## src/rtl/dose_alarm_pkg.sv

```systemverilog
// Shared types and constants for the dose alarm scheduler.
package dose_alarm_pkg;

   localparam int TOD_W  = 17;
   localparam int SLOT_W = 2;
   localparam int DAY_S  = 86400;

   typedef enum logic [1:0] {
      ST_IDLE    = 2'd0,
      ST_RINGING = 2'd1,
      ST_SNOOZED = 2'd2
   } state_t;

   typedef struct packed {
      logic             valid;
      logic [TOD_W-1:0] sec;
   } slot_t;

   // Next second of day, wrapping at day_s.
   function automatic logic [TOD_W-1:0] tod_inc(input logic [TOD_W-1:0] t, input int day_s);
      return (t == TOD_W'(day_s - 1)) ? '0 : t + 1'b1;
   endfunction

endpackage

```

## src/rtl/dose_alarm_scheduler_sec_prescaler.sv

```systemverilog
// Divides CLOCK_50 down to a one-cycle sec_tick every CLK_HZ cycles.
module sec_prescaler #(
   parameter int CLK_HZ = 50000000
) (
   input  logic CLOCK_50,
   input  logic reset,
   input  logic clear,
   output logic sec_tick
);

   localparam int CNT_W = (CLK_HZ > 1) ? $clog2(CLK_HZ) : 1;
   localparam logic [CNT_W-1:0] LAST = CNT_W'(CLK_HZ - 1);

   logic [CNT_W-1:0] cnt;

   always_ff @(posedge CLOCK_50) begin
      if (reset || clear) begin
         cnt <= '0;
      end else if (cnt == LAST) begin
         cnt <= '0;
      end else begin
         cnt <= cnt + 1'b1;
      end
   end

   assign sec_tick = (cnt == LAST);

endmodule

```

## src/rtl/dose_alarm_scheduler.sv

```systemverilog
// Dose alarm scheduler: time of day, dose slots, ring/snooze/timeout FSM.
// Optional missed-dose counter enabled by defining DOSE_MISSED_COUNT_EN.
//
// state      | meaning
// -----------+--------------------------------------------------------
// ST_IDLE    | waiting for a valid slot to match the next second
// ST_RINGING | alarm_enable high, ring_sec counting toward timeout
// ST_SNOOZED | tone off, snooze_sec counting down to re-ring
module dose_alarm_scheduler
   import dose_alarm_pkg::*;
#(
   parameter int CLK_HZ    = 50000000,
   parameter int NUM_SLOTS = 4,
   parameter int SNOOZE_S  = 300,
   parameter int TIMEOUT_S = 600,
   parameter int DAY_S     = dose_alarm_pkg::DAY_S
) (
   input  logic              CLOCK_50,
   input  logic              reset,
   input  logic              cfg_we,
   input  logic [SLOT_W-1:0] cfg_slot,
   input  logic [TOD_W-1:0]  cfg_time,
   input  logic              cfg_valid,
   input  logic              time_set,
   input  logic [TOD_W-1:0]  time_value,
   input  logic              ack,
   input  logic              snooze,
   output logic              alarm_enable,
   output logic [SLOT_W-1:0] active_slot,
   output logic [TOD_W-1:0]  tod,
   output logic              dispense_req,
   output logic              missed_dose,
   output logic [7:0]        missed_count
);

   localparam int CNT_W = 16;

   state_t            state;
   slot_t             slots [NUM_SLOTS];
   logic              sec_tick;
   logic              tick;
   logic [TOD_W-1:0]  tod_next;
   logic              match_hit;
   logic [SLOT_W-1:0] match_idx;
   logic [CNT_W-1:0]  ring_sec;
   logic [CNT_W-1:0]  snooze_sec;

   sec_prescaler #(.CLK_HZ(CLK_HZ)) u_sec_prescaler (
      .CLOCK_50 (CLOCK_50),
      .reset    (reset),
      .clear    (time_set),
      .sec_tick (sec_tick)
   );

   // A time load swallows a coincident tick so it can never produce a match.
   assign tick = sec_tick & ~time_set;

   always_comb begin
      tod_next = tod_inc(tod, DAY_S);
   end

   // Descending scan so the lowest matching index is the one left standing.
   always_comb begin
      match_hit = 1'b0;
      match_idx = '0;
      for (int i = NUM_SLOTS - 1; i >= 0; i--) begin
         if (slots[i].valid && (slots[i].sec == tod_next)) begin
            match_hit = 1'b1;
            match_idx = SLOT_W'(i);
         end
      end
   end

   always_ff @(posedge CLOCK_50) begin
      if (reset) begin
         for (int i = 0; i < NUM_SLOTS; i++) begin
            slots[i] <= '0;
         end
      end else if (cfg_we) begin
         for (int i = 0; i < NUM_SLOTS; i++) begin
            if (cfg_slot == SLOT_W'(i)) begin
               slots[i] <= {cfg_valid, cfg_time};
            end
         end
      end
   end

   always_ff @(posedge CLOCK_50) begin
      if (reset) begin
         tod <= '0;
      end else if (time_set) begin
         tod <= (time_value >= TOD_W'(DAY_S)) ? '0 : time_value;
      end else if (tick) begin
         tod <= tod_next;
      end
   end

   always_ff @(posedge CLOCK_50) begin
      if (reset) begin
         state        <= ST_IDLE;
         active_slot  <= '0;
         ring_sec     <= '0;
         snooze_sec   <= '0;
         dispense_req <= 1'b0;
         missed_dose  <= 1'b0;
      end else begin
         dispense_req <= 1'b0;
         missed_dose  <= 1'b0;
         case (state)
            ST_IDLE: begin
               if (tick && match_hit) begin
                  state       <= ST_RINGING;
                  active_slot <= match_idx;
                  ring_sec    <= '0;
               end
            end
            ST_RINGING: begin
               if (ack) begin
                  state        <= ST_IDLE;
                  dispense_req <= 1'b1;
               end else if (snooze) begin
                  state      <= ST_SNOOZED;
                  snooze_sec <= CNT_W'(SNOOZE_S);
               end else if (tick) begin
                  if (ring_sec == CNT_W'(TIMEOUT_S - 1)) begin
                     state       <= ST_IDLE;
                     missed_dose <= 1'b1;
                  end else begin
                     ring_sec <= ring_sec + 1'b1;
                  end
               end
            end
            ST_SNOOZED: begin
               if (ack) begin
                  state        <= ST_IDLE;
                  dispense_req <= 1'b1;
               end else if (tick) begin
                  if (snooze_sec == CNT_W'(1)) begin
                     state    <= ST_RINGING;
                     ring_sec <= '0;
                  end else begin
                     snooze_sec <= snooze_sec - 1'b1;
                  end
               end
            end
            default: begin
               state <= ST_IDLE;
            end
         endcase
      end
   end

   assign alarm_enable = (state == ST_RINGING);

`ifdef DOSE_MISSED_COUNT_EN
   always_ff @(posedge CLOCK_50) begin
      if (reset) begin
         missed_count <= '0;
      end else if (missed_dose && (missed_count != 8'hFF)) begin
         missed_count <= missed_count + 1'b1;
      end
   end
`else
   assign missed_count = '0;
`endif

endmodule

```

## config.mk

```make
export PLATFORM = sky130hd
export DESIGN_NAME = dose_alarm_scheduler
export DESIGN_NICKNAME = d
export VERILOG_FILES = /design/src/rtl/dose_alarm_pkg.sv /design/src/rtl/dose_alarm_scheduler_sec_prescaler.sv /design/src/rtl/dose_alarm_scheduler.sv
export SDC_FILE = /design/constraint.sdc
export NUM_CORES = 1
export LEC_CHECK = 0
export ABC_AREA = 1
export BUFFER_PORTS_ARGS = -buffer_cell sky130_fd_sc_hd__buf_2
export CORE_ASPECT_RATIO = 0.9
export CORE_UTILIZATION = 60
export DETAILED_ROUTE_END_ITERATION = 16
export HOLD_SLACK_MARGIN = 0.1
export PLACE_DENSITY_LB_ADDON = 0.08
export SLEW_MARGIN = 40
export SYNTH_ARGS = -nofsm -noshare
export SYNTH_HDL_FRONTEND = slang
export SYNTH_SLANG_ARGS = --single-unit
```

## constraint.sdc

```tcl
create_clock -name CLOCK_50 -period 3.1 [get_ports CLOCK_50]
set_input_delay 0 -clock CLOCK_50 [delete_from_list [all_inputs] [get_ports CLOCK_50]]
set_output_delay 0 -clock CLOCK_50 [all_outputs]
set_load 0.01 [all_outputs]
```

=== Word level (Yosys, flattened, before mapping) ===
Memories as Yosys holds them, arrays and structs flattened.
Index checks and enable logic that the tools add are counted.

* Register bits: 81
* Latch bits: 0
* Memory bits (writable): 72
* ROM bits: 0
* Bits of input ports: 43
* Output and inout bits: 30
* Memories: 1

* Add/sub/neg operators: 4
* $mul: 0
* Divide/modulo/power cells: 0
* $lt $le $gt $ge: 1
* Equal/unequal tests: 27
* Shift operators: 0
* Mux-type cells: 60
* Bitwise logic cells: 9
* Reduce and logical (&&, ||, !) cells: 19

{| class="wikitable"
|+ Memories
! memory !! depth !! bits a word !! rd ports !! clocked after memory_dff !! write ports !! RTL line !! text
|-
| slots || 4 || 18 || 4 || 0 || 4 || dose_alarm_scheduler.sv:39 || <nowiki>slot_t slots [NUM_SLOTS];</nowiki>
|}

{| class="wikitable"
|+ Operator list
! kind !! number
|-
| 2-to-1 mux 16 bit || 13
|-
| 2-to-1 mux 18 bit || 4
|-
| equality test 17 bit || 4
|-
| 2-to-1 mux 17 bit || 4
|-
| case mux 16 bit (3 select lines) || 1
|-
| case mux 16 bit (2 select lines) || 1
|-
| adder 26 x 1 -> 26 bit, second input constant || 1
|-
| equality test 26 bit, second input constant || 1
|-
| 2-to-1 mux 1 bit || 24
|-
| 2-to-1 mux 2 bit || 12
|-
| inequality test 2 bit, second input constant || 9
|-
| adder 17 x 1 -> 17 bit, second input constant || 1
|-
| equality test 17 bit, second input constant || 1
|-
| greater-or-equal comparator 17 bit, second input constant || 1
|-
| adder 16 x 1 -> 16 bit, second input constant || 1
|-
| equality test 16 x 1 -> 1 bit, second input constant || 1
|-
| equality test 16 x 10 -> 1 bit, second input constant || 1
|-
| subtractor 16 x 1 -> 16 bit, second input constant || 1
|-
| AND reduction 9 bit || 1
|-
| inequality test 4 x 3 -> 1 bit, second input constant || 2
|-
| equality test 2 bit, second input constant || 3
|-
| inequality test 3 bit, second input constant || 2
|-
| case mux 2 bit (3 select lines) || 1
|-
| AND reduction 6 bit || 1
|-
| 14 further kinds || 29
|}

=== Depth between registers and ports, before layout ===
* Word-level depth: 11
* Gate-level depth with buffers: 23
* Mapped depth without buffers: 22

=== Cells and area by module ===
From an unflattened synthesis, not the netlist that was laid out.

* Cells, all modules: 1322
* Area total of the unflattened synthesis: 9436.6 µm²

{| class="wikitable"
|+ Modules (own cells, without submodules)
! module !! times used !! cells an instance !! area an instance (µm²)
|-
| dose_alarm_scheduler || 1 || 1107 || 7963.9
|-
| sec_prescaler || 1 || 215 || 1472.7
|}

=== Worst setup path before layout ===
Ideal clock, no wire load.

* Kind: reg2reg
* Start: reg tod[0]
* End: reg ring_sec[8]
* Library setup time: 0.132 ns
* Arrival time: 2.339 ns
* Slack: 0.629 ns
* Stages on the path, launching flop included: 20
* Path buffers: 1
* Period minus slack after synthesis: 2.471 ns
* Cells stage by stage: dfxtp_1 > ha_1 > nand2_1 > nor2_1 > nand2_1 > o21ai_2 > nand3_2 > nand2_1 > nand3_1 > nor2_1 > nand3_1 > nor2_1 > nor2_2 > nand2_1 > nand2_2 > nand2_4 > nand2_4 > buf_6 > nand2_1 > a21oi_1

* Cells in the longest elaborated chain, start to end: 11
* Elaborated cells between the ends (all ways): 18
* Classes of those cells: add/sub (1); eq/ne (6); mux (5); reduce/logical (6)

{| class="wikitable"
|+ RTL lines
! element !! RTL line !! text
|-
| start, declared || dose_alarm_scheduler.sv:30 || <nowiki>output logic [TOD_W-1:0] tod,</nowiki>
|-
| start signal, assigned || dose_alarm_scheduler.sv:92 || <nowiki>tod <= (time_value >= TOD_W'(DAY_S)) ? '0 : time_value;</nowiki>
|-
| start signal, assigned || dose_alarm_scheduler.sv:94 || <nowiki>tod <= tod_next;</nowiki>
|-
| adder 17 x 1 -> 17 bit / equality test 17 bit (equally long branches) || dose_alarm_pkg.sv:21 || <nowiki>return (t == TOD_W'(day_s - 1)) ? '0 : t + 1'b1;</nowiki>
|-
| 2-to-1 mux 17 bit * || dose_alarm_pkg.sv:21 ||
|-
| equality test 17 bit || dose_alarm_scheduler.sv:67 || <nowiki>if (slots[i].valid && (slots[i].sec == tod_next)) begin</nowiki>
|-
| logical AND 1 bit || dose_alarm_scheduler.sv:67 ||
|-
| 2-to-1 mux 1 bit (3 in series) || dose_alarm_scheduler.sv:67 ||
|-
| 2-to-1 mux 1 bit * || dose_alarm_scheduler.sv:67 ||
|-
| logical AND 1 bit * || dose_alarm_scheduler.sv:111 || <nowiki>if (tick && match_hit) begin</nowiki>
|-
| inequality test 2 bit (no source line) * || - ||
|-
| AND reduction 9 bit (no source line) * || - ||
|-
| end signal, assigned || dose_alarm_scheduler.sv:129 || <nowiki>ring_sec <= ring_sec + 1'b1;</nowiki>
|-
| end, declared || dose_alarm_scheduler.sv:45 || <nowiki>logic [CNT_W-1:0] ring_sec;</nowiki>
|}

Every way passes the cells marked *; elsewhere a longest branch is shown, timed or not.
A chain may end at the register's enable or synchronous reset.

=== Worst setup path in the final report ===
* Start: reg u_sec_prescaler.cnt[0]
* End: reg ring_sec[3]

* Cells in the longest elaborated chain, start to end: 5
* Elaborated cells between the ends (all ways): 7
* Classes of those cells: eq/ne (4); bitwise (1); reduce/logical (2)

{| class="wikitable"
|+ RTL lines
! element !! RTL line !! text
|-
| start, declared || dose_alarm_scheduler_sec_prescaler.sv:14 || <nowiki>logic [CNT_W-1:0] cnt;</nowiki>
|-
| start signal, assigned || dose_alarm_scheduler_sec_prescaler.sv:22 || <nowiki>cnt <= cnt + 1'b1;</nowiki>
|-
| equality test 26 bit * || dose_alarm_scheduler_sec_prescaler.sv:26 || <nowiki>assign sec_tick = (cnt == LAST);</nowiki>
|-
| AND 1 bit * || dose_alarm_scheduler.sv:56 || <nowiki>assign tick = sec_tick & ~time_set;</nowiki>
|-
| logical AND 1 bit || dose_alarm_scheduler.sv:111 ||
|-
| inequality test 2 bit (no source line) || - ||
|-
| AND reduction 9 bit (no source line) * || - ||
|}

Marked as above.

==> flow_summary.ini <==
[power_and_ir_drop]
p_int_mw = 4.05
irDropWorstVdd_mv = 0.710
pwr-share-comb_pct = 26.3
powerDensity_nw_per_um2 = 576
power_switching_mw = 1.99
switching_share_pct = 32.9
clockPowerShare_pct = 34.1
leakage_nw = 4.35
pwr-share-seq_pct = 39.6

[final_layout]
area_delta_synth_final_pct = 18.2
final_nets = 1386
fillers = 1116
final_layout_size_suffix_gt1_share_pct = 11.9
insertedDiodeCount = 0

[floorplan]
die_height_um = 117
die_w_um = 130
core-area_sq_um = 14200
die_area_sq_um = 15200
rows = 41
start_util_pct = 62.3
io_pins = 73

[detailed_routing]
vias = 8598
top_layer_used = met4
ant_nets = 0
drtPass1Iterations = 6
wl_met3_mm = 2.25
drc_errors = 0
via_per_inst = 5.58
wl_per_cell_um = 15.7
postRouteWirelength_mm = 24.1
dr_wl_met2_mm = 10.6
initialDrtViolationCount = 948
met1_length_mm = 10.8

[timing]
holdWs_ns = 0.122
period_share_pct = 93.8
finalHoldViolCount = 0
fmax_ghz = 0.344
clock_skew_ns = 0.0140
finalSetupViolCount = 0
maxSlewHeadroom_pct = 59.8
worstMarginPinSlew_ns = 0.601
layout_setup_ws_ns = 0.192
post-route-min-period_ns = 2.91
slew_violations = 0

[grt]
grt_antenna_before_repair = 0
grt_max_degree = 42
overflow = 0
grt_first_pass_wirelength_mm = 38.0
grt_usage_pct = 32.9
grt_pass1_vias = 7613

[critical_path]
cp-start-kind = flop
reg2reg_to = ring_sec[3]
cp.required_ns = 3.46
arrival_ns = 3.26
reg2reg_slack_ns = 0.19
critPathMaxFanout = 10
crit_type = flop to flop
r2r-start = u_sec_prescaler.cnt[0]
reg2reg_depth = 13
crit_path_end_kind = flop

[logic_synthesis]
synth_edf_count = 72
ys_seq_elements = 153
ys_types = 47
yosysSeqAreaShare_pct = 42.7
synthFlopType = dfxtp_1
async_reset_ff_share_pct = 0
yosysWarnings = 0
postSynthAreaPerCell_sq_um = 7.29
syn-instance-count = 1215
synthesis.area_sq_um = 8850

[clock_network]
cts_buffers = 17
h-tree-depth = 4
post-cts-setup-buffers = 0
clockBufferDepth = 2
clk_pin_slew_ns = 0.06
clock_latency_ns = 0.44
cts_tree = yes
cts_sinks = 153
cts.root.buffer_cell = clkbuf_16

[placed_design]
hpwl_mm = 17.3
place_congestion = 0.981
dp_slack_ns = 0.255
portBuffers = 64

[flow_run]
cap_viol_max_count = 0

[worst_hold_path]
hold_path.startpoint = reset
hold_path.class = input pin to flop
holdPathStages = 3
hold_path_end = tod[16]

[run_status]
status = finished clean
## power groups by stage
stage	clock network (mW)	logic [mW]	registers (mW)
global route	2.15	1.76	2.41
global placement	0	1.47	2.43
floorplan	0	1.19	2.39
detailed placement	0	1.48	2.43
CTS	2.07	1.53	2.39
finish	2.05	1.59	2.39
## what timing repair did
action,4_1_cts,5_1_grt
endpoints found under the setup margin,0,16
hold endpoints to repair,96,0
hold buffers,45,0
gates resized for setup,0,8
## cell usage in the layout, fill, tap and decap left out, types with 8 or more instances in the layout
cell,netlist,layout
nand2_1,273,270
nor2_1,234,233
inv_1,130,130
nand3_1,96,95
dfxtp_1,81,80
edfxtp_1,72,72
buf_2,5,64
a21oi_1,46,46
dlygate4sd3_1,0,45
nand4_1,33,33
xor2_1,29,29
nand3b_1,27,27
buf_4,9,24
nor3_1,23,23
o21ai_0,17,17
clkbuf_16,0,17
xnor2_1,15,15
nor4_1,13,13
nand2_2,6,9
ha_1,9,9
a31oi_1,8,8
conb_1,1,8
## cells in the mapped netlist, types with 6 or more instances
cell type / count / area (sq um)
nand2_1: 273 / 1020
nor2_1: 234 / 878
inv_1: 130 / 488
nand3_1: 96 / 480
dfxtp_1: 81 / 1620
edfxtp_1: 72 / 2160
a21oi_1: 46 / 230
nand4_1: 33 / 206
xor2_1: 29 / 254
nand3b_1: 27 / 203
nor3_1: 23 / 115
clkbuf_1: 22 / 82.6
o21ai_0: 17 / 85.1
xnor2_1: 15 / 131
nor4_1: 13 / 81.3
buf_4: 9 / 67.6
ha_1: 9 / 113
a31oi_1: 8 / 50.1
inv_2: 7 / 26.3
o221ai_1: 7 / 61.3
nand2_2: 6 / 37.5
## critical path, stage by stage, from the launching register on
cell	delay, ns
dfxtp_1	0.38
ha_1	0.20
nand2_1	0.07
nor2_1	0.12
inv_1	0.09
nor2_1	0.22
nand4_1	0.16
or2_1	0.35
nand2_1	0.12
nand2_1	0.12
nor3_4	0.49
buf_4	0.27
nand3_1	0.09
a21oi_1	0.16
## sequential cells by signal (all words and copies together), names as in the netlist
signal               count
u_sec_prescaler.cnt     26
tod                     17
ring_sec                16
active_slot              2
state                    2
snooze_sec              16
dispense_req             1
slots                   72
missed_dose              1
## how the worst max path moves through the flow
stage                            from     endpoint  slack (ns)  depth (start not counted)
2_1_floorplan                  tod[0]  ring_sec[8]        0.63                         19
3_3_place_gp                   tod[0]  ring_sec[2]        0.30                         18
3_5_place_dp                   tod[1]  ring_sec[3]        0.25                         20
4_1_cts                        tod[1]  ring_sec[3]        0.23                         20
5_1_grt        u_sec_prescaler.cnt[0]  ring_sec[6]      -0.006                         13
6_report       u_sec_prescaler.cnt[0]  ring_sec[3]        0.19                         13
## cells by family after synthesis
group	Yosys count	synth area share [%]
AND/OR/NAND/NOR	731	36.7
XOR/XNOR	44	4.35
buffers and inverters	179	8.38
AO/OA/AOI/OAI	98	6.56
adder cells (fa/ha/maj)	9	1.27
flip-flops	153	42.7
other	1	0.0424
## through the flow
step / TNS, ns / util (%) / total power, mW / std cells / area (sq um)
floorplan: 0 / - / 3.59 / 1222 / 8880
global route: -0.00590 / 73.7 / 6.32 / 1540 / 10500
global placement: 0 / 66.2 / 3.90 / 1463 / 9400
detailed placement: 0 / 66.2 / 3.91 / 1463 / 9400
finish: 0 / 73.7 / 6.03 / 1540 / 10500
CTS: 0 / 73.4 / 5.99 / 1540 / 10400
## routing by layer
metal | global-route usage (%) | vias up
met5 | 0 | -
met4 | 11.8 | 0
met3 | 7.41 | 56
met2 | 50.2 | 423
met1 | 45.9 | 3905
li1 | - | 4214
## final cells by class
class / count / area, sq um / area share (%)
flip-flops and latches: 153 / 3780 / 36.2
repair buffers: 134 / 962 / 9.19
well taps: 193 / 241 / 2.31
inverters: 138 / 518 / 4.95
multi-input cells: 890 / 4390 / 41.9
clock buffers: 18 / 429 / 4.10
clock inverters: 14 / 146 / 1.40
Power figures use the tool's default switching activity.
